--- src/rtl/adder_full_adder.sv ---
`default_nettype none
// +----------------------------------------------------------------------+
// | Module   : full_adder                                                |
// | Purpose  : single-bit full-adder cell for the ripple-carry chain     |
// | Revision : 1.0                                                       |
// +----------------------------------------------------------------------+
module full_adder (
   input  logic a,
   input  logic b,
   input  logic cin,
   output logic s,
   output logic cout
);

   logic w_p;

   assign w_p  = a ^ b;
   assign s    = w_p ^ cin;
   assign cout = (a & b) | (cin & w_p);

endmodule
`default_nettype wire

--- src/rtl/adder.sv ---
`default_nettype none
// +----------------------------------------------------------------------+
// | Module   : adder                                                     |
// | Purpose  : two-stage registered unsigned ripple-carry adder          |
// | Revision : 1.0                                                       |
// +----------------------------------------------------------------------+
module adder #(
   parameter int WIDTH = 8
) (
   input  logic             clk,
   input  logic             rst_n,
   input  logic [WIDTH-1:0] a,
   input  logic [WIDTH-1:0] b,
   output logic [WIDTH-1:0] sum,
   output logic             cout
);

   logic [WIDTH-1:0] r_a_q;
   logic [WIDTH-1:0] r_b_q;
   logic [WIDTH-1:0] r_sum;
   logic             r_cout;
   logic [WIDTH-1:0] w_s;
   logic [WIDTH:0]   w_c;

   always_ff @(posedge clk or negedge rst_n) begin
      if (!rst_n) begin
         r_a_q <= '0;
         r_b_q <= '0;
      end else begin
         r_a_q <= a;
         r_b_q <= b;
      end
   end

   // Carry-in is tied low; the final carry of the chain becomes cout.
   assign w_c[0] = 1'b0;

   generate
      for (genvar gi = 0; gi < WIDTH; gi++) begin : g_fa
         full_adder u_fa (
            .a   (r_a_q[gi]),
            .b   (r_b_q[gi]),
            .cin (w_c[gi]),
            .s   (w_s[gi]),
            .cout(w_c[gi+1])
         );
      end
   endgenerate

   always_ff @(posedge clk or negedge rst_n) begin
      if (!rst_n) begin
         r_sum  <= '0;
         r_cout <= 1'b0;
      end else begin
         r_sum  <= w_s;
         r_cout <= w_c[WIDTH];
      end
   end

   assign sum  = r_sum;
   assign cout = r_cout;

endmodule
`default_nettype wire

--- config.mk ---
export PLATFORM = sky130hd
export DESIGN_NAME = adder
export DESIGN_NICKNAME = d
export VERILOG_FILES = /design/src/rtl/adder_full_adder.sv /design/src/rtl/adder.sv
export SDC_FILE = /design/constraint.sdc
export NUM_CORES = 1
export LEC_CHECK = 0
export BUFFER_PORTS_ARGS = -buffer_cell sky130_fd_sc_hd__buf_2
export CAP_MARGIN = 20
export CORE_MARGIN = 1
export CORE_UTILIZATION = 40
export CTS_CLUSTER_SIZE = 20
export DETAILED_ROUTE_END_ITERATION = 12
export GPL_TIMING_DRIVEN = 1
export HOLD_SLACK_MARGIN = 0.1
export PLACE_DENSITY = 0.66
export SLEW_MARGIN = 30
export SYNTH_ARGS = -nofsm -noshare
export SYNTH_HDL_FRONTEND = slang
export SYNTH_HIERARCHICAL = 1
export SYNTH_SLANG_ARGS = --single-unit
--- constraint.sdc ---
create_clock -name clk -period 5.7 [get_ports clk]
set_clock_uncertainty 0.15 [all_clocks]
set_input_delay 0.57 -clock clk [delete_from_list [all_inputs] [get_ports clk]]
set_output_delay 0.57 -clock clk [all_outputs]
set_load 0.1 [all_outputs]
Word level (Yosys, flattened, before mapping)
Index checks and enable logic that the tools add are counted.
{"block": "word_totals", "reg_bits": 25, "input_bits": 18, "output_inout_bits": 9}
{"block": "classes", "bitwise_logic": 37}
{"cell": "$and 1x1->1", "n": 15}
{"cell": "$xor 1x1->1", "n": 15}
{"cell": "$or 1x1->1", "n": 7}

Logic depth before layout (Yosys ltp)
{"block": "logic_depth", "word_depth": 15, "depth_mapped": 8, "depth_no_buf": 8}

Modules after synthesis
The synthesis kept the hierarchy.
{"mod": "adder", "instances": 1, "area_per_inst_um2": 629.4, "seq_area_each_um2": 625.6, "cells_per_inst": 26}
{"mod": "full_adder", "instances": 8, "area_per_inst_um2": 20.0, "seq_area_each_um2": 0.0, "cells_per_inst": 1}

Worst setup path after synthesis
Ideal clock, no wire load.
{"block": "synth_path", "path_kind": "register to register", "from": "reg r_a_q[0]", "to": "reg r_sum[7] (netlist: sum[7])", "slack_ns": 1.930, "required_ns": 5.414, "period_less_slack_ns": 3.770, "arrival_ns": 3.485, "setup_ns": 0.136, "stages_incl_launch_ff": 9, "path_cell_list": "dfrtp_1 fa_1 fa_1 fa_1 fa_1 fa_1 fa_1 fa_1 fa_1"}
{"block": "synth_via", "elab_chain_cells": 14}
{"item": "start: declaration", "line_no": "adder.sv:18", "text": "logic [WIDTH-1:0] r_a_q;"}
{"item": "start signal: assignment", "line_no": "adder.sv:27", "text": "r_a_q <= '0;"}
{"item": "start signal: assignment", "line_no": "adder.sv:30", "text": "r_a_q <= a;"}
{"item": "$and 1x1->1", "line_no": "adder_full_adder.sv:19", "text": "assign cout = (a & b) | (cin & w_p);"}
{"item": "named net w_c[1]", "line_no": "adder.sv:23", "text": "logic [WIDTH:0] w_c;"}
{"item": "$and 1x1->1", "line_no": "adder_full_adder.sv:19"}
{"item": "$or 1x1->1", "line_no": "adder_full_adder.sv:19"}
{"item": "named net w_c[2]", "line_no": "adder.sv:23"}
{"item": "$and 1x1->1", "line_no": "adder_full_adder.sv:19"}
{"item": "$or 1x1->1", "line_no": "adder_full_adder.sv:19"}
{"item": "named net w_c[3]", "line_no": "adder.sv:23"}
{"item": "(+2 left out)"}
{"item": "named net w_c[4]", "line_no": "adder.sv:23"}
{"item": "(+2 left out)"}
{"item": "named net w_c[5]", "line_no": "adder.sv:23"}
{"item": "$and 1x1->1", "line_no": "adder_full_adder.sv:19"}
{"item": "$or 1x1->1", "line_no": "adder_full_adder.sv:19"}
{"item": "named net w_c[6]", "line_no": "adder.sv:23"}
{"item": "$and 1x1->1", "line_no": "adder_full_adder.sv:19"}
{"item": "$or 1x1->1", "line_no": "adder_full_adder.sv:19"}
{"item": "named net w_c[7]", "line_no": "adder.sv:23"}
{"item": "$xor 1x1->1", "line_no": "adder_full_adder.sv:18", "text": "assign s = w_p ^ cin;"}
{"item": "named net w_s[7]", "line_no": "adder.sv:22", "text": "logic [WIDTH-1:0] w_s;"}
{"item": "end signal: assignment", "line_no": "adder.sv:55", "text": "r_sum <= w_s;"}
{"item": "end: declaration", "line_no": "adder.sv:20", "text": "logic [WIDTH-1:0] r_sum;"}
The timed path passes the listed nets, and every way through them passes these cells.

Final worst setup path
Ends and elaborated chain as after synthesis.

==> results.yml <==
finish:
  register_area_um2: 626
  multi_input_area_um2: 164
  area_growth_pct: 25.2
  diodes: 0
  drive_gt1_share_pct: 46.2
  fin_nets: 92
  fin_util_pct: 55.4
  most-common-layout-cells: "buf_2 (26), dfrtp_1 (25), fa_1 (8)"
  fill_cells: 162
  final_common_cell: "buf_2"
critical_path:
  crit_fanout: 1
  ff2ff_setup_slack_ns: 1.77
  cp_top_family: "adder cells"
  worstRegToRegCells: 8
  worstSetupPathType: "reg -> reg"
  cp-end-kind: "flop"
  regToRegStartpoint: "r_a_q[0]"
  crit_path_start: "r_a_q[0]"
  crit_buf_inv: 0
  slowest_stage: "fa_1"
  critPathRequiredTime_ns: 5.74
  cp-start-kind: "flop"
  arrival_ns: 3.97
  cpMostUsedCell: "fa_1"
  cp_slowest_stage_delay_ns: 0.44
  r2r_end: "sum[7]"
  cp-endpoint: "sum[7]"
  cp_cell_sequence: "fa_1 -> fa_1 -> fa_1 -> fa_1 -> fa_1 -> fa_1 -> fa_1 -> fa_1"
  cp.depth: 8
synthesis:
  synthXorXnorAreaFrac_pct: 0
  yosys.area_share.simple_pct: 0
  yosysTopAreaCellShare_pct: 79.2
  yosys_warnings: 6
  syn-num-nets: 60
  synth_cell_types: 3
  postSynthAreaPerCell_um2: 23.2
  synth_area_leaders: "dfrtp_1 (79%), fa_1 (20%), conb_1 (0.48%)"
  synth-adder-area-share_pct: 20.3
  synth_compound_area_share_pct: 0
  syn_inst: 34
  ys_ff_latch: 25
  ys_seq_area_share_pct: 79.2
  synth_top_family_by_area: "adder cells"
  synth_top_cell_by_area: "dfrtp_1"
  muxShareOfSynthArea_pct: 0
  syn-cell-area_um2: 790
clock_tree:
  clock_path_buffers: 2
  clk_pin_slew_ns: 0.12
  cts_setup_buffers: 0
  cts.sinks: 25
  cts_buffers: 3
  cts_tree: "done"
  worstSkewPairLatency_ns: 0.30
  clockRootBuffer: "clkbuf_4"
  htree_levels: 1
floorplan:
  rows: 15
  die_x_um: 46.4
  core_area_um2: 1780
  io_pins: 27
  floorplan.initialDensity_pct: 44.3
  fp.dieH_um: 46.4
  die_area_um2: 2160
global_route:
  use_met2_pct: 17.2
  met1_usage_pct: 12.4
  grt_antenna_before_repair: 0
  grt_max_degree: 26
  grt_pass1_vias: 354
  grtUsageMet3_pct: 3.53
  grt_first_pass_wirelength_um: 1440
  overflow: 0
  grt_util_all_layers_pct: 10.6
  top_usage_layer: "met2"
sta:
  setup_viol: 0
  fin_crit_sh_pct: 69.0
  maxSlewViolCount: 0
  relSlewSlack_pct: 65.3
  finalWorstPathRequiredPeriod_ns: 3.93
  rsz0062_at_grt: "no"
  fmax_mhz: 254
  hold_viol_final: 0
  tightest_slew_ns: 0.521
  setup_tns_ns: 0
detailed_routing:
  drt_iter0_markers: 0
  dr_total_vias: 360
  first_pass_iters: 1
  wl_um: 948
  viasPerCell: 4.00
  postRouteAntennaNets: 0
  remaining_drc_errors: 0
  wl_per_cell_um: 10.5
pwr:
  vdd_drop_max_mv: 0.171
  leakagePower_nw: 0.477
  p_per_area_nw_per_um2: 397
placement:
  finalWeightedCongestion: 0.666
  portBuffers: 26
  dp_hpwl_um: 754
job:
  drv_cap: 0
min_path:
  hold_class: "in -> reg"
outcome:
  status: "finished clean"
synth_stat cells:
library cell / n
conb_1: 1
dfrtp_1: 25
fa_1: 8
sequential cells by signal (all words and copies together), names as in the netlist:
register  flops
r_a_q         8
cout          1
sum           8
r_b_q         8
cell families (layout without fill, tap and decap cells):
family | after synthesis | in the layout
other | 1 | 1
flip-flops | 25 | 25
adder cells (fa/ha/maj) | 8 | 8
buffers and inverters | 0 | 31
worst register-to-register path, stage by stage, from the launching register on:
cell and delay, ns:
dfrtp_1 0.40, fa_1 0.44, fa_1 0.39, fa_1 0.39, fa_1 0.38, fa_1 0.40
fa_1 0.41, fa_1 0.41, fa_1 0.44
metal layers:
layer	wire (um)	share of wire, %
met3	54	5.7
met4	0	0
met1	384	41
met5	0	0
met2	509	54
repair_timing:
item / in CTS / in global routing
endpoints found under the hold margin: 25 / 0
setup endpoints to repair: 0 / 0
hold buffers: 1 / 0
gates resized for setup: 0 / 0
how the worst min path moves through the flow:
stage / from / endpoint / slack (ns) / cells past startpoint
floorplan: rst_n / cout / 0.12 / 0
global placement: r_b_q[4] / sum[4] / 0.37 / 1
detailed placement: r_b_q[3] / sum[3] / 0.38 / 1
CTS: b[5] / r_b_q[5] / 0.20 / 1
global route: b[5] / r_b_q[5] / 0.18 / 1
finish: a[7] / r_a_q[7] / 0.21 / 1
through the flow:
| step | area [um^2] | setup WS, ns | instances | power (mW) | hold WS [ns] |
|---|---|---|---|---|---|
| after floorplan | 790 | 1.93 | 34 | 0.298 | 0.124 |
| after global placement | 951 | 1.84 | 85 | 0.323 | 0.371 |
| after detailed placement | 951 | 1.79 | 85 | 0.325 | 0.377 |
| after CTS | 988 | 1.75 | 90 | 0.398 | 0.202 |
| after global routing | 988 | 1.64 | 90 | 0.413 | 0.182 |
| final | 988 | 1.77 | 90 | 0.393 | 0.214 |
power by group:
group          switching, mW  internal (mW)  total [mW]
Sequential           0.00596          0.194       0.200
Clock                 0.0462         0.0261      0.0723
Combinational          0.102         0.0183       0.120
Total                  0.154          0.239       0.393
cell type report:
cell class	instances	share of cell area, %
flip-flops and latches	25	63.3
multi-input cells	9	16.6
repair buffers	27	14.2
well taps	25	3.16
clock buffers	3	2.28
clock inverters	1	0.506
No activity file was read; power rests on OpenSTA's default activity.
